### config.mk
export PLATFORM = sky130hd
export DESIGN_NAME = hba_qenc_n
export DESIGN_NICKNAME = d
export VERILOG_FILES = /design/src/rtl/hba_qenc_n.sv
export SDC_FILE = /design/constraint.sdc
export NUM_CORES = 1
export LEC_CHECK = 0
export ABC_AREA = 1
export CAP_MARGIN = 20
export CORE_ASPECT_RATIO = 1.75
export CORE_MARGIN = 5
export CORE_UTILIZATION = 64
export CTS_CLUSTER_DIAMETER = 60
export DETAILED_ROUTE_END_ITERATION = 16
export DONT_BUFFER_PORTS = 1
export PLACE_DENSITY_LB_ADDON = 0.08
export SETUP_SLACK_MARGIN = 0.05
export SLEW_MARGIN = 20
export SYNTH_ARGS = -nofsm -noshare
export SYNTH_HDL_FRONTEND = slang
export SYNTH_HIERARCHICAL = 1
export SYNTH_SLANG_ARGS = --single-unit
export TNS_END_PERCENT = 1
### constraint.sdc
create_clock -name hba_clk -period 3.8 [get_ports hba_clk]
set_clock_uncertainty 0.05 [all_clocks]
set_input_delay 0.38 -clock hba_clk [delete_from_list [all_inputs] [get_ports hba_clk]]
set_output_delay 0.38 -clock hba_clk [all_outputs]
set_load 0.01 [all_outputs]
### src/rtl/hba_qenc_n.sv
// Multi-channel quadrature encoder counter on the HBA register bus.
// Each channel syncs A/B, decodes 4x steps, and keeps a counter plus a SNAP-captured copy.

module hba_qenc_n_ch #(
  parameter int COUNT_WIDTH = 16
) (
  input  logic                   clk,
  input  logic                   rst_n,
  input  logic                   enc_a,
  input  logic                   enc_b,
  input  logic                   en,
  input  logic                   inv,
  input  logic                   snap,
  input  logic                   clr,
  output logic [COUNT_WIDTH-1:0] snap_val,
  output logic                   stepped,
  output logic                   illegal
);
  logic [1:0] s1_q, s1_d, s2_q, s2_d, prev_q, prev_d;
  logic [COUNT_WIDTH-1:0] cnt_q, cnt_d, snp_q, snp_d;
  logic fwd, rev;

  always_comb begin
    s1_d   = {enc_a, enc_b};
    s2_d   = s1_q;
    prev_d = s2_q;  // tracks even while disabled so enabling never produces a step
    fwd    = 1'b0;
    rev    = 1'b0;
    case ({prev_q, s2_q})
      4'b00_10, 4'b10_11, 4'b11_01, 4'b01_00: fwd = 1'b1;
      4'b00_01, 4'b01_11, 4'b11_10, 4'b10_00: rev = 1'b1;
      default: ;
    endcase
    illegal = en && ((prev_q ^ s2_q) == 2'b11);
    stepped = en && (fwd || rev) && !clr;
    cnt_d   = cnt_q;
    snp_d   = snp_q;
    if (snap) snp_d = cnt_q;
    if (stepped) cnt_d = (fwd ^ inv) ? cnt_q + COUNT_WIDTH'(1) : cnt_q - COUNT_WIDTH'(1);
    if (clr) begin
      cnt_d = '0;
      snp_d = '0;
    end
  end

  always_ff @(posedge clk) begin
    if (!rst_n) begin
      s1_q   <= '0;
      s2_q   <= '0;
      prev_q <= '0;
      cnt_q  <= '0;
      snp_q  <= '0;
    end else begin
      s1_q   <= s1_d;
      s2_q   <= s2_d;
      prev_q <= prev_d;
      cnt_q  <= cnt_d;
      snp_q  <= snp_d;
    end
  end

  assign snap_val = snp_q;
endmodule

module hba_qenc_n #(
  parameter int DBUS_WIDTH        = 8,
  parameter int PERIPH_ADDR_WIDTH = 4,
  parameter int REG_ADDR_WIDTH    = 8,
  parameter int ADDR_WIDTH        = PERIPH_ADDR_WIDTH + REG_ADDR_WIDTH,
  parameter int PERIPH_ADDR       = 0,
  parameter int NUM_CH            = 2,
  parameter int COUNT_WIDTH       = 16
) (
  input  logic                  hba_clk,
  input  logic                  hba_reset_n,
  input  logic                  hba_rnw,
  input  logic                  hba_select,
  input  logic [ADDR_WIDTH-1:0] hba_abus,
  input  logic [DBUS_WIDTH-1:0] hba_dbus,
  output logic [DBUS_WIDTH-1:0] hba_dbus_slave,
  output logic                  hba_xferack_slave,
  output logic                  slave_interrupt,
  input  logic [NUM_CH-1:0]     quad_enc_a,
  input  logic [NUM_CH-1:0]     quad_enc_b
);
  localparam int BYTES = COUNT_WIDTH / 8;

  logic                  ack_q, ack_d;
  logic [DBUS_WIDTH-1:0] rdata_q, rdata_d, rd_val;
  logic                  gen_q, gen_d, ien_q, ien_d;
  logic [NUM_CH-1:0]     ch_en_q, ch_en_d, dir_inv_q, dir_inv_d, chg_q, chg_d, err_q, err_d;
  logic [NUM_CH-1:0]     stepped, illegal;
  logic [NUM_CH-1:0][COUNT_WIDTH-1:0] snap_val;
  logic [31:0]           off32;
  logic                  match, wr, snap_p, clr_p, w1c;
  logic [3:0]            chg4, err4;

  assign off32  = 32'(hba_abus[REG_ADDR_WIDTH-1:0]);
  assign match  = hba_select && !ack_q &&
                  (hba_abus[ADDR_WIDTH-1 -: PERIPH_ADDR_WIDTH] == PERIPH_ADDR_WIDTH'(PERIPH_ADDR));
  assign wr     = match && !hba_rnw;
  assign snap_p = wr && (off32 == 32'd0) && hba_dbus[2];
  assign clr_p  = wr && (off32 == 32'd0) && hba_dbus[3];
  assign w1c    = wr && (off32 == 32'd3);

  for (genvar g = 0; g < NUM_CH; g++) begin : g_ch
    hba_qenc_n_ch #(.COUNT_WIDTH(COUNT_WIDTH)) u_ch (
      .clk      (hba_clk),
      .rst_n    (hba_reset_n),
      .enc_a    (quad_enc_a[g]),
      .enc_b    (quad_enc_b[g]),
      .en       (gen_q && ch_en_q[g]),
      .inv      (dir_inv_q[g]),
      .snap     (snap_p),
      .clr      (clr_p),
      .snap_val (snap_val[g]),
      .stepped  (stepped[g]),
      .illegal  (illegal[g])
    );
  end

  always_comb begin
    chg4 = '0;
    err4 = '0;
    chg4[NUM_CH-1:0] = chg_q;
    err4[NUM_CH-1:0] = err_q;
    rd_val = '0;
    case (off32)
      32'd0: rd_val = DBUS_WIDTH'({ien_q, gen_q});
      32'd1: rd_val[NUM_CH-1:0] = ch_en_q;
      32'd2: rd_val[NUM_CH-1:0] = dir_inv_q;
      32'd3: rd_val = DBUS_WIDTH'({err4, chg4});
      default:
        for (int c = 0; c < NUM_CH; c++)
          for (int b = 0; b < BYTES; b++)
            if (off32 == 32'(4 + c*BYTES + b)) rd_val = DBUS_WIDTH'(snap_val[c][8*b +: 8]);
    endcase
  end

  always_comb begin
    ack_d     = match;
    rdata_d   = (match && hba_rnw) ? rd_val : '0;
    gen_d     = gen_q;
    ien_d     = ien_q;
    ch_en_d   = ch_en_q;
    dir_inv_d = dir_inv_q;
    if (wr && off32 == 32'd0) begin
      gen_d = hba_dbus[0];
      ien_d = hba_dbus[1];
    end
    if (wr && off32 == 32'd1) ch_en_d   = hba_dbus[NUM_CH-1:0];
    if (wr && off32 == 32'd2) dir_inv_d = hba_dbus[NUM_CH-1:0];
    // a fresh event wins over a write-1-to-clear in the same cycle
    chg_d = (chg_q & ~(w1c ? hba_dbus[NUM_CH-1:0] : '0)) | stepped;
    err_d = (err_q & ~(w1c ? hba_dbus[4 +: NUM_CH] : '0)) | illegal;
  end

  always_ff @(posedge hba_clk) begin
    if (!hba_reset_n) begin
      ack_q     <= 1'b0;
      rdata_q   <= '0;
      gen_q     <= 1'b0;
      ien_q     <= 1'b0;
      ch_en_q   <= '0;
      dir_inv_q <= '0;
      chg_q     <= '0;
      err_q     <= '0;
    end else begin
      ack_q     <= ack_d;
      rdata_q   <= rdata_d;
      gen_q     <= gen_d;
      ien_q     <= ien_d;
      ch_en_q   <= ch_en_d;
      dir_inv_q <= dir_inv_d;
      chg_q     <= chg_d;
      err_q     <= err_d;
    end
  end

  assign hba_dbus_slave    = rdata_q;
  assign hba_xferack_slave = ack_q;
  assign slave_interrupt   = ien_q && (|chg_q || |err_q);

  logic unused_dbus;
  assign unused_dbus = ^hba_dbus;
endmodule

# Word-level counts from Yosys, hierarchy flattened
# Cells that the tools add are included.
[totals] in_bits=28 wordCells=108 ff_bits=95 output_inout_bits=10
[op_classes] n_eq_ne=25 add_sub_neg=4 mux=14 bitwise=11 n_reduce_logical=36
[op_table] operator="$add A16 B1 Y16 const B" count=2
[op_table] operator="$eq A4 B4 Y1 const B" count=8
[op_table] operator="$eq A8 B3 Y1 const B" count=4
[op_table] operator="$logic_not A32 Y1" count=1
[op_table] operator="$mux W16" count=2
[op_table] operator="$mux W8" count=4
[op_table] operator="$sub A16 B1 Y16 const B" count=2
[op_table] operator="$logic_and A1 B1 Y1" count=19
[op_table] operator="$eq A4 B3 Y1 const B" count=4
[op_table] operator="$eq A8 B2 Y1 const B" count=2
[op_table] operator="$reduce_or A4 Y1" count=4
[op_table] operator="$pmux W6 S2" count=1
[op_table] operator="$eq A4 B1 Y1 const B" count=2
[op_table] operator="$eq A4 B2 Y1 const B" count=2
[op_table] operator="$eq A8 B1 Y1 const B" count=1
[op_table] operator="$pmux W2 S4" count=1
[op_table] operator="$reduce_or A2 Y1" count=3
[op_table] operator="$and A2 B2 Y2" count=2
[op_table] operator="$eq A2 B2 Y1 const B" count=2
[op_table] operator="$logic_not A4 Y1" count=1
[op_table] operator="$mux W1" count=4
[op_table] operator="$mux W2" count=2
[op_table] operator="$not A2 Y2" count=2
[op_table] operator="$or A2 B2 Y2" count=2
[op_table] operator="7 further kinds" count=13

# Longest topological paths before layout
[logic_depth] depth_word=9 ltp_mapped=21 mapped_depth_nobuf=20

# Cells and area by module
# Netlist, hierarchy kept.
[modules_own_cells] mod="hba_qenc_n_ch" cells_per_inst=375 seq_area_each_um2=760.7 instances=2 area_per_inst_um2=2457.4
[modules_own_cells] mod="hba_qenc_n" cells_per_inst=176 seq_area_each_um2=380.4 instances=1 area_per_inst_um2=1206.2

# Worst setup path before layout
# No wires, ideal clock.
[synth_path] path_type="reg2reg" from="register g_ch[0].u_ch.s2_q[1]" to="register g_ch[0].u_ch.cnt_q[8]" n_path_buf=1 period_less_slack_ns=2.179 path_slack_ns=1.621 setup_ns=0.113 arrival_time_ns=2.016 required_ns=3.637 stages_incl_launch_ff=20 path_cell_list="dfxtp_1 > nor2_2 > nor2_4 > nand3_2 > nand2_4 > buf_12 > nand2_2 > nand2_1 > inv_1 > ha_1 > inv_1 > nand2_2 > nand3_1 > nand2_1 > nand2_1 > nand2_1 > nand2_1 > nand2_1 > o21ai_1 > inv_1"
[synth_between] elab_chain_len=6 elab_cells_between_ends=17 cone_classes="8 x eq/ne; 3 x mux; 1 x bitwise; 5 x reduce/logical"
[synth_lines] item="start, declared" line_no="19" text="logic [1:0] s1_q, s1_d, s2_q, s2_d, prev_q, prev_d;"
[synth_lines] item="start signal, assigned" line_no="49" text="s2_q <= '0;"
[synth_lines] item="start signal, assigned" line_no="55" text="s2_q <= s2_d;"
[synth_lines] item="$eq A4 B2 Y1, or another cell as far along" line_no="29" text="case ({prev_q, s2_q})"
[synth_lines] item="$reduce_or A4 Y1" line_no="29"
[synth_lines] item="$mux W1" line_no="29"
[synth_lines] item="$logic_or A1 B1 Y1" line_no="35" text="stepped = en && (fwd || rev) && !clr;"
[synth_lines] item="$logic_and A1 B1 Y1 (2 in series)" line_no="35"
[synth_lines] item="end signal, assigned" line_no="57" text="cnt_q <= cnt_d;"
[synth_lines] item="end, declared" line_no="20" text="logic [COUNT_WIDTH-1:0] cnt_q, cnt_d, snp_q, snp_d;"
# Several ways; a longest one is shown, not always the timed one.
# A chain may end at the register's enable or synchronous reset.

# Final worst setup path
[layout_path] from="register g_ch[1].u_ch.s2_q[0]" to="register g_ch[1].u_ch.cnt_q[12]"
[layout_between] elab_chain_len=6 elab_cells_between_ends=17 cone_classes="8 x eq/ne; 3 x mux; 1 x bitwise; 5 x reduce/logical"
[layout_lines] item="start, declared" line_no="19"
[layout_lines] item="start signal, assigned" line_no="49"
[layout_lines] item="start signal, assigned" line_no="55"
[layout_lines] item="$eq A4 B2 Y1, or another cell as far along" line_no="29"
[layout_lines] item="$reduce_or A4 Y1" line_no="29"
[layout_lines] item="$mux W1" line_no="29"
[layout_lines] item="$logic_or A1 B1 Y1" line_no="35"
[layout_lines] item="$logic_and A1 B1 Y1 (2 in series)" line_no="35"
[layout_lines] item="end signal, assigned" line_no="57"
[layout_lines] item="end, declared" line_no="20"
# Several ways; a longest one is shown, not always the timed one.

==> results.cfg <==
[outcome]
status = completed

[die]
ios = 38
floorplan.initialDensity_pct = 65.05
core_area_um2 = 9409
rows = 47
die_y_um = 139.4
die_w_um = 83.93
dieArea_um2 = 11700

[synth]
synth_edf_count = 0
synth_cell_types = 38
synth-xor-area-share_pct = 3.966
yosys_warnings = 6
syn-num-nets = 956
synthFlopType = dfxtp_1
synthMuxAreaShare_pct = 0
async_flop_share_pct = 0
synth_area_um2 = 6121
synthCells = 926
ys_seq_elements = 95
synth_top_family_by_area = simple AND/OR/NAND/NOR gates
synthSimpleGateAreaFrac_pct = 37.14
yosysSeqAreaShare_pct = 31.07
synth_area_per_cell_um2 = 6.610
synthAdderAreaFrac_pct = 0.4088
synth-compound-area-share_pct = 15.78

[timing]
drv_slew = 0
finalSetupViolCount = 0
relSlewSlack_pct = 55.32
rsz0062_at_grt = no
tightest_slew_ns = 0.6695
report.final.hold_viol_count = 0
setup_tns_ns = 0
fin_crit_sh_pct = 73.00
hold_slack_ns = 0.06883
fmax_ghz = 0.3605
fin_crit_ns = 2.774

[routing]
firstDrtPassIters = 5
vias = 5938
first_iter_violations = 364
wl_per_cell_um = 15.94
drc = 0
ant_nets = 0
routed_wl_um = 16610
vias_per_cell = 5.699

[setup_path]
end_kind = flop
path_class = reg -> reg
critical-path-top-delay-family = simple AND/OR/NAND/NOR gates
worstPathRequired_ns = 4.00
path_common_cell = nand2_1
cp.arrival_ns = 2.98
path_max_fanout = 32
critPathLaunch = g_ch[1].u_ch/prev_d[0]
path_buf_inv = 3
worst_setup_path_start_kind = flop
cp_cell_sequence = xnor2_2, nand3_2, nand2_4, nand2_2, nand2_1, inv_1, ha_1, inv_1, nand2_2, nand3_1, nand2_1, nand3_1, nand2_1, nand2_1, nand3_1, nand2_1, inv_1
worst_path_max_delay_cell = nand2_4
r2r-start = g_ch[1].u_ch/prev_d[0]
max_stage_delay_ns = 0.43

[placement]
portBuffers = 0
place_area_um2 = 6137
place.gp.congestion = 0.9720
dp_hpwl_um = 12590
place_inst = 1026

[power]
p_leak_nw = 3.171
power.density_nw_per_um2 = 337.3
peakVddDrop_uv = 334.2

[layout]
fillers = 876
antenna_cells = 0
instances_no_fill = 1042
drive_gt1_share_pct = 12.07
layout.nets = 945
final_util_pct = 68.54
syn2layout_area_growth_pct = 5.356
final_area_um2 = 6449

[grt]
grt_pass1_wl_um = 27190
antenna_found_initial = 0
track_usage_pct = 28.69
grt_pass1_vias = 5821
grt_start_max_net_pins = 65
grt_overflow_total = 0

[clock_tree]
cts_buffers = 9
clk_latency_ns = 0.35
cts_setup_buffers = 0
clock-sinks = 95
post_cts_resized = 0
cts_tree = yes
cts_max_level = 3
ctsLongestPathBuffers = 2
cts_root_buf = clkbuf_16
hold_buffers = 0
path_clk_slew_ns = 0.07

[flow_run]
cap_viol_max_count = 0

[worst_hold_path]
hp-start = hba_reset_n
min_path_type = in -> reg
-- Yosys cell counts, types with 2 or more instances --
cell	instances	share of area, %
a211oi_1	2	0.25
a21boi_0	2	0.25
a21oi_1	79	6.5
a21oi_2	2	0.29
buf_12	2	0.65
buf_2	2	0.16
buf_4	3	0.37
buf_6	5	0.92
clkbuf_1	16	0.98
dfxtp_1	95	31
ha_1	2	0.41
inv_1	132	8.1
inv_2	5	0.31
nand2_1	225	14
nand2_2	30	3.1
nand2_4	16	2.9
nand3_1	86	7.0
nand3_2	4	0.65
nand3b_1	2	0.25
nand4_1	12	1.2
nor2_1	55	3.4
nor2_2	15	1.5
nor2_4	5	0.92
nor3_1	4	0.33
nor3_2	2	0.33
nor3_4	3	0.80
nor3b_2	2	0.41
o211ai_1	3	0.37
o21ai_0	59	4.8
o21ai_1	6	0.49
o41ai_1	20	2.9
xnor2_1	6	0.86
xnor2_2	2	0.53
xor2_1	18	2.6
-- stage by stage --
step	power (mW)	setup slack (ns)
2_1_floorplan	1.217	1.621
5_1_grt	2.258	0.8067
4_1_cts	2.188	1.065
6_report	2.175	1.026
3_3_place_gp	1.244	1.092
3_5_place_dp	1.249	1.047
-- final timing paths --
kind              cells after the start                     end  slack, ns
setup / recovery                     17  g_ch[1].u_ch/cnt_q[12]       1.03
hold / removal                        2  g_ch[1].u_ch/prev_d[1]       0.07
setup reg to reg                     17  g_ch[1].u_ch/cnt_q[12]       1.03
hold reg to reg                       2  g_ch[1].u_ch/prev_d[1]       0.37
-- cells in the final DEF, fill, tap and decap left out --
master	count
a21oi_2	2
inv_6	2
o211ai_1	3
nor2_2	15
xnor2_2	2
nor3_1	4
nor2_1	54
inv_1	132
nand2_1	225
dfxtp_1	95
nor3_4	3
a211oi_1	2
inv_2	5
buf_4	6
nand3b_1	2
nand3_4	1
a21boi_0	2
o21ai_1	6
nor3_2	2
clkinv_4	2
nand2_2	30
xor2_1	18
nor2_4	6
inv_8	2
clkinvlp_4	1
nand4_1	12
ha_1	2
nor3b_2	2
nand3_1	86
nand2_4	16
xnor2_1	6
or2_0	1
o41ai_1	20
bufinv_16	1
o21ai_0	59
nor4_1	1
clkbuf_16	9
a21oi_1	79
nand3_2	4
-- metal layers --
metal	share of wire, %	vias to the layer above	track usage [%]
met4	6.3	0	19.83
met2	56	154	55.18
met5	0	-	0
li1	-	2973	-
met1	35	2742	27.45
met3	3.0	69	3.430
-- worst register-to-register path, delay by kind of cell, from the launching register on --
family | cells | cell delay, ns
XOR/XNOR | 1 | 0.33
adder cells (fa/ha/maj) | 1 | 0.16
buffers and inverters | 3 | 0.14
flip-flops | 1 | 0.37
AND/OR/NAND/NOR | 12 | 1.63
-- layout make-up --
class | count | area [um^2] | share of cell area [%]
inverter | 138 | 523.0 | 8.110
multi-input combinational | 665 | 3515 | 54.50
clock buffer | 9 | 225.2 | 3.492
tap | 122 | 152.6 | 2.367
timing repair buffer | 6 | 45.04 | 0.6985
sequential | 95 | 1902 | 29.49
clock inverter | 7 | 86.33 | 1.339
-- power by group --
group	total, mW	switching (mW)	internal, mW
Combinational	0.223	0.156	0.0675
Clock	0.947	0.421	0.525
Sequential	1.01	0.00528	1.00
-- kinds of logic (layout without fill, tap and decap cells) --
group           after synthesis  after routing
xor+xnor                     26             26
flops                        95             95
fa+ha+maj                     2              2
buf+inv                     166            160
compound gates              173            173
simple gates                464            464
-- flip-flops by register name, indices dropped and copies added (netlist names), 2 cells and up --
register / flops
g_ch.u_ch/cnt_q: 32
ch_en_q: 2
dir_inv_q: 2
g_ch.u_ch/s1_q: 4
chg_q: 2
hba_dbus_slave: 8
err_q: 2
g_ch.u_ch/prev_q: 4
g_ch.u_ch/prev_d: 4
g_ch.u_ch/snap_val: 32
No activity file was read; power rests on OpenSTA's default activity.
